--- src/rtl/accumulator_control.sv ---
// Multicycle control FSM for the accumulator datapath: fetches over a handshaked
// memory port, decodes the 4-bit opcode and sequences the selects/enables per instruction.
module accumulator_control #(
  parameter int MEM_TIMEOUT = 255
) (
  input  logic       CLK,
  input  logic       reset,
  input  logic [3:0] opcode,
  input  logic       acc_zero,
  input  logic       mem_ready,
  output logic       pc_write,
  output logic       ir_write,
  output logic       mdr_write,
  output logic       mem_read,
  output logic       mem_write,
  output logic [1:0] iord,
  output logic [1:0] alu_src_a,
  output logic [1:0] alu_src_b,
  output logic       alu_op,
  output logic [2:0] AccSrc,
  output logic       AccWrite,
  output logic       SpWrite,
  output logic       halted,
  output logic       illegal,
  output logic       mem_err
);

  typedef enum logic [3:0] {
    FETCH, DECODE, ACC_IMM, ALU_EXE, MEM_RD, WB_MDR, SP_DEC, MEM_WR, BRANCH, HALT
  } state_t;

  localparam logic [3:0] OP_LUI   = 4'h0;
  localparam logic [3:0] OP_LI    = 4'h1;
  localparam logic [3:0] OP_ADDI  = 4'h2;
  localparam logic [3:0] OP_LOAD  = 4'h3;
  localparam logic [3:0] OP_STORE = 4'h4;
  localparam logic [3:0] OP_PUSH  = 4'h5;
  localparam logic [3:0] OP_POP   = 4'h6;
  localparam logic [3:0] OP_BEQZ  = 4'h7;
  localparam logic [3:0] OP_JMP   = 4'h8;
  localparam logic [3:0] OP_HALT  = 4'hF;

  localparam int CW = (MEM_TIMEOUT > 1) ? $clog2(MEM_TIMEOUT + 1) : 1;

  state_t        stateReg, stateNext;
  logic [3:0]    opReg;
  logic [CW-1:0] waitReg;
  logic          haltedReg, illegalReg, memErrReg;
  logic          memState, timeout, illegalOp;

  assign memState = (stateReg == FETCH) || (stateReg == MEM_RD) || (stateReg == MEM_WR);
  // The edge that would complete the MEM_TIMEOUT-th idle cycle diverts to HALT instead.
  assign timeout  = (MEM_TIMEOUT != 0) && memState && !mem_ready &&
                    (waitReg == CW'(MEM_TIMEOUT - 1));

  always_comb begin
    illegalOp = 1'b1;
    case (opcode)
      OP_LUI, OP_LI, OP_ADDI, OP_LOAD, OP_STORE, OP_PUSH,
      OP_POP, OP_BEQZ, OP_JMP, OP_HALT: illegalOp = 1'b0;
      default:                          illegalOp = 1'b1;
    endcase
  end

  always_ff @(posedge CLK) begin
    if (reset) begin
      stateReg   <= FETCH;
      opReg      <= '0;
      waitReg    <= '0;
      haltedReg  <= 1'b0;
      illegalReg <= 1'b0;
      memErrReg  <= 1'b0;
    end else begin
      stateReg <= stateNext;
      if (stateReg == DECODE) opReg <= opcode;
      if (stateNext != stateReg)       waitReg <= '0;
      else if (memState && !mem_ready) waitReg <= waitReg + CW'(1);
      if (stateNext == HALT)                 haltedReg  <= 1'b1;
      if (stateReg == DECODE && illegalOp)   illegalReg <= 1'b1;
      if (timeout)                           memErrReg  <= 1'b1;
    end
  end

  always_comb begin
    stateNext = stateReg;
    case (stateReg)
      FETCH:  if (timeout) stateNext = HALT; else if (mem_ready) stateNext = DECODE;
      DECODE: begin
        case (opcode)
          OP_LUI, OP_LI:   stateNext = ACC_IMM;
          OP_ADDI:         stateNext = ALU_EXE;
          OP_LOAD, OP_POP: stateNext = MEM_RD;
          OP_STORE:        stateNext = MEM_WR;
          OP_PUSH:         stateNext = SP_DEC;
          OP_BEQZ, OP_JMP: stateNext = BRANCH;
          default:         stateNext = HALT;
        endcase
      end
      ACC_IMM, ALU_EXE, WB_MDR, BRANCH: stateNext = FETCH;
      MEM_RD: if (timeout) stateNext = HALT; else if (mem_ready) stateNext = WB_MDR;
      SP_DEC: stateNext = MEM_WR;
      MEM_WR: if (timeout) stateNext = HALT; else if (mem_ready) stateNext = FETCH;
      HALT:   stateNext = HALT;
      default: stateNext = FETCH;
    endcase
  end

  always_comb begin
    pc_write  = 1'b0;
    ir_write  = 1'b0;
    mdr_write = 1'b0;
    mem_read  = 1'b0;
    mem_write = 1'b0;
    iord      = 2'b00;
    alu_src_a = 2'b00;
    alu_src_b = 2'b00;
    alu_op    = 1'b0;
    AccSrc    = 3'b000;
    AccWrite  = 1'b0;
    SpWrite   = 1'b0;
    case (stateReg)
      FETCH: begin
        mem_read = 1'b1;
        ir_write = mem_ready;
        pc_write = mem_ready;
      end
      ACC_IMM: begin
        AccWrite = 1'b1;
        AccSrc   = (opReg == OP_LI) ? 3'b011 : 3'b000;
      end
      ALU_EXE: begin
        alu_src_a = 2'b01;
        alu_src_b = 2'b01;
        AccSrc    = 3'b100;
        AccWrite  = 1'b1;
      end
      MEM_RD: begin
        mem_read  = 1'b1;
        iord      = (opReg == OP_POP) ? 2'b10 : 2'b01;
        mdr_write = mem_ready;
      end
      WB_MDR: begin
        AccSrc   = 3'b001;
        AccWrite = 1'b1;
        if (opReg == OP_POP) begin
          SpWrite   = 1'b1;
          alu_src_a = 2'b10;
        end
      end
      SP_DEC: begin
        SpWrite   = 1'b1;
        alu_src_a = 2'b10;
        alu_op    = 1'b1;
      end
      MEM_WR: begin
        mem_write = 1'b1;
        iord      = (opReg == OP_PUSH) ? 2'b10 : 2'b01;
      end
      BRANCH: begin
        alu_src_b = 2'b10;
        pc_write  = (opReg == OP_JMP) || ((opReg == OP_BEQZ) && acc_zero);
      end
      default: ;
    endcase
  end

  assign halted  = haltedReg;
  assign illegal = illegalReg;
  assign mem_err = memErrReg;

endmodule
--- config.mk ---
export PLATFORM = sky130hd
export DESIGN_NAME = accumulator_control
export DESIGN_NICKNAME = d
export VERILOG_FILES = /design/src/rtl/accumulator_control.sv
export SDC_FILE = /design/constraint.sdc
export NUM_CORES = 1
export LEC_CHECK = 0
export CORE_ASPECT_RATIO = 1.5
export CORE_MARGIN = 2
export CORE_UTILIZATION = 54
export DETAILED_ROUTE_END_ITERATION = 12
export HOLD_SLACK_MARGIN = 0.08
export PLACE_DENSITY_LB_ADDON = 0.2
export RECOVER_POWER = 25
export SKIP_LAST_GASP = 1
export SYNTH_ARGS = -nofsm -noshare
export SYNTH_HDL_FRONTEND = slang
export SYNTH_SLANG_ARGS = --single-unit
--- constraint.sdc ---
create_clock -name CLK -period 5.07 [get_ports CLK]
set_clock_uncertainty 0.15 [all_clocks]
set_input_delay 1.2675 -clock CLK [delete_from_list [all_inputs] [get_ports CLK]]
set_output_delay 1.2675 -clock CLK [all_outputs]
set_load 0.02 [all_outputs]
; After elaboration in Yosys (flattened, before gate mapping)
; Memories as Yosys holds them, arrays and structs flattened.
; Cells that the tools add are included.
[op_classes]
addsub = 1
n_eq_ne = 17
muxes = 24
n_reduce_logical = 12
[ops]
columns = op, count
row1 = $eq A4 B3 Y1 const B, 7
row2 = $mux W4, 6
row3 = $pmux W4 S6, 1
row4 = $eq A4 B4 Y1 const B, 4
row5 = $pmux W3 S3, 1
row6 = $add A8 B1 Y8 const B, 1
row7 = $eq A4 B1 Y1 const B, 2
row8 = $eq A4 B2 Y1 const B, 2
row9 = $eq A8 B8 Y1 const B, 1
row10 = $mux W2, 4
row11 = $pmux W2 S2, 2
row12 = $mux W1, 7
row13 = $pmux W2 S3, 1
row14 = $logic_and A1 B1 Y1, 4
row15 = $logic_not A4 Y1, 1
row16 = $ne A4 B4 Y1, 1
row17 = $pmux W1 S2, 2
row18 = $reduce_or A2 Y1, 2
row19 = $logic_or A1 B1 Y1, 3
row20 = $reduce_or A3 Y1, 1
row21 = $logic_not A1 Y1, 1
[totals]
regBits = 19
rom_bits = 80
inputBits = 8
output_inout_bits = 20
wordCells = 62
memories = 2
[memory_table]
columns = name, words, word_bits, rd, rd_ports_with_merged_regs, wr, line_no
row1 = (no name shown), 16, 4, 1, 0, 0, 89  ; case (opcode)
row2 = (no name shown), 16, 1, 1, 0, 0, 58  ; case (opcode)

; Longest topological paths before layout
[depth]
depth_word = 9
depth_mapped = 7
mapped_depth_nobuf = 6

; Worst setup path after synthesis
; Ideal clock, no wire load.
[synth_timing]
kind = input to output
start = input mem_ready
end = output pc_write
t_arrival_ns = 2.086
t_required_ns = 3.653
path_slack_ns = 1.566
stages = 3
n_path_buf = 0
cell_sequence = nand2_1 nor3_1 a21o_1
[synth_via]
elab_chain_len = 1
[synth_rtl]
columns = element, line_no
row1 = "start, declared", 10  ; input logic mem_ready,
row2 = $pmux W1 S2, 121  ; case (stateReg)
row3 = "end, declared", 11  ; output logic pc_write,
; No other way between the ends.

; Final worst setup path
; Ends and elaborated chain as after synthesis.

==> results.json <==
{
  "run_status": "complete, no violations",
  "syn_to_final_growth_pct": 20.2,
  "timing.final.crit_period_ps": 4390,
  "grt_start_max_net_pins": 17,
  "min_period_over_period_pct": 86.6,
  "async_flop_share_pct": 0,
  "numClockSinks": 19,
  "crit_path_top_delay_cell": "sky130_fd_sc_hd__dlygate4sd3_1",
  "holdBufCountCts": 0,
  "power_density_nw_per_um2": 263,
  "placed_cells_incl_taps": 194,
  "detail_route.wirelength_um": 2940,
  "cap_viol_max_count": 0,
  "tritoncts": "done",
  "synth.ff_latch_count": 19,
  "synth_cell_types": 49,
  "overflow": 0,
  "initial_utilization_pct": 55.5,
  "postSynthNetCount": 161,
  "grt_setup_unrepaired": "no",
  "final_hold_viol_count": 0,
  "setup.worst_path.end_class": "output port",
  "worst-slew-pin-transition_ps": 633,
  "grt_pass1_vias": 1158,
  "insertedDiodeCount": 0,
  "clock_path_buffers": 2,
  "die_x_um": 44.5,
  "finalNetCount": 185,
  "avgSynthCellArea_sq_um": 8.80,
  "route.antenna.remaining_nets": 0,
  "synth-warning-count": 0,
  "cell_taking_the_most_area_after_synthesis": "sky130_fd_sc_hd__dfxtp_1",
  "mostFrequentLayoutCells": "sky130_fd_sc_hd__clkdlybuf4s50_1 (21), sky130_fd_sc_hd__nor2_1 (19), sky130_fd_sc_hd__dfxtp_1 (19)",
  "syn-cell-area_sq_um": 1330,
  "layout.cells.most_common": "sky130_fd_sc_hd__clkdlybuf4s50_1",
  "global_route.usage.total_pct": 22.8,
  "synth_ff_type": "sky130_fd_sc_hd__dfxtp_1",
  "setup_failing_eps_final": 0,
  "cp_data_required_time_ps": 3650,
  "cp_cell_instances": "dlygate4sd3_1 -> nand2_1 -> nor3_1 -> a21o_1 -> clkdlybuf4s50_1",
  "post-route-util_pct": 66.7,
  "critical_path_class": "in2out",
  "globalplace.congestion": 0.842,
  "die_h_um": 64.8,
  "max_stage_delay_ps": 650,
  "cp_max_fo": 5,
  "floorplan.die_area_sq_um": 2880,
  "port_buffers": 27,
  "final_max_slew_viol_count": 0,
  "clock_latency_ps": 300,
  "total_leakage_power_uw": 0.000545,
  "post_synth_inst_count": 151,
  "max_clock_freq_mhz": 228,
  "place_worst_setup_slack_ps": 784,
  "start_kind": "input port",
  "worst_supply_voltage_drop_on_vdd_mv": 0.230,
  "final-instance-count-excl-fill": 198,
  "firstDrtPassIters": 4,
  "drc": 0,
  "htree_levels": 1,
  "hold_path_class": "reg2reg",
  "synthTopCellsByArea": "sky130_fd_sc_hd__dfxtp_1 (29%), sky130_fd_sc_hd__nor2_1 (5.4%), sky130_fd_sc_hd__nor2b_1 (4.2%), sky130_fd_sc_hd__a21oi_1 (4.1%), sky130_fd_sc_hd__a2111oi_4 (4.1%)",
  "via_count": 1193,
  "detail_route.vias_per_cell": 6.03,
  "wire_per_inst_um": 14.9,
  "setup_slack_ps": 681,
  "ioPinCount": 28,
  "core_region_area_sq_um": 2390,
  "count_of_flip_flops_with_a_built_in_enable_after_synthesis": 0,
  "rows": 22,
  "numCtsBuffers": 3,
  "setup_total_negative_slack_ps": 0,
  "clkTransAtPathRegs_ps": 110,
  "cell_at_the_root_of_the_clock_tree": "sky130_fd_sc_hd__clkbuf_4",
  "drt_iter0_drc": 31,
  "timing.critical_path.arrival_ps": 2970,
  "netlist.area_leader.share_pct": 28.6,
  "layout_cells_sized_above_1_pct": 9.20,
  "post_cts_resize_count": 0,
  "cts_post_setup_buffers_inserted": 0,
  "place.detailed.hpwl_um": 2320,
  "number_of_antenna_violations_at_the_first_check_in_global_routing": 0,
  "grt_pass1_wl_um": 5120,
  "share_of_the_yosys_chip_area_belonging_to_registers_pct": 28.6,
  "timing.max_slew.rel_slack_pct": 57.6
}
flip-flops by register name, summed over array words and instances, names as in the netlist:
register  flops
mem_err       1
stateReg      4
waitReg       8
halted        1
opReg         4
illegal       1
Yosys cell counts, types with 2 or more instances:
library cell and n:
sky130_fd_sc_hd__nor3_1 10, sky130_fd_sc_hd__inv_1 3, sky130_fd_sc_hd__a21oi_1 11, sky130_fd_sc_hd__buf_4 4
sky130_fd_sc_hd__xnor2_1 5, sky130_fd_sc_hd__nor2_1 19, sky130_fd_sc_hd__mux2i_1 5, sky130_fd_sc_hd__dfxtp_1 19
sky130_fd_sc_hd__ha_1 2, sky130_fd_sc_hd__xor2_1 4, sky130_fd_sc_hd__nand4_1 2, sky130_fd_sc_hd__o21ai_0 3
sky130_fd_sc_hd__nor2b_1 9, sky130_fd_sc_hd__and3_1 3, sky130_fd_sc_hd__nand3_1 6, sky130_fd_sc_hd__nand2_1 8
sky130_fd_sc_hd__a41oi_1 2, sky130_fd_sc_hd__and4_1 2, sky130_fd_sc_hd__nor3b_1 2, sky130_fd_sc_hd__buf_6 2
sky130_fd_sc_hd__a2111oi_4 2
critical path, delay by kind of cell:
family | cells | cell delay (ps)
buf+inv | 2 | 1250
simple gates | 2 | 340
compound gates | 1 | 120
routing by layer:
layer | vias to the layer above | routed length [um] | global-route usage (%)
li1 | 599 | - | -
met1 | 564 | 1210 | 25.7
met2 | 26 | 1630 | 42.8
met3 | 4 | 78 | 3.62
met4 | 0 | 24 | 4.55
met5 | - | 0 | 0
per-stage QoR:
| stage | hold slack, ps | cell area [sq um] | total power [uW] |
|---|---|---|---|
| final | 337 | 1600 | 419 |
| after global placement | 306 | 1570 | 342 |
| after floorplan | 341 | 1330 | 303 |
| after global routing | 362 | 1600 | 442 |
| after detailed placement | 320 | 1570 | 346 |
| after CTS | 347 | 1600 | 423 |
cells by family (layout without fill, tap and decap cells):
logic type               after synthesis  after routing  synth area share, %
AO/OA/AOI/OAI                         32             32                 22.1
XOR/XNOR                               9              9                 5.93
adder cells (fa/ha/maj)                2              2                 1.88
buffers and inverters                 11             34                 5.46
flip-flops                            19             19                 28.6
multiplexers                           5              5                 3.77
AND/OR/NAND/NOR                       73             73                 32.2
worst paths after layout:
check	from	endpoint	slack, ps	depth (start not counted)
worst min register to register	halted	halted	340	2
worst max-delay path	mem_ready	pc_write	680	5
worst max register to register	stateReg[0]	waitReg[1]	2530	5
worst min-delay path	halted	halted	340	2
power breakdown:
group	switching, uW	internal (uW)	total, uW
clock network	47.5	30.0	77.5
logic	91.6	70.6	162
registers	20.1	160	180
area by class of cell:
cell class,instances,area (sq um)
Clock buffer,3,22.5
Fill cell,216,797
Tap cell,24,30.0
Timing Repair Buffer,27,270
Inverter,3,11.3
Sequential cell,19,380
Multi-Input combinational cell,121,876
Clock inverter,1,7.51
Note: power is estimated with default switching activity, not from simulation.
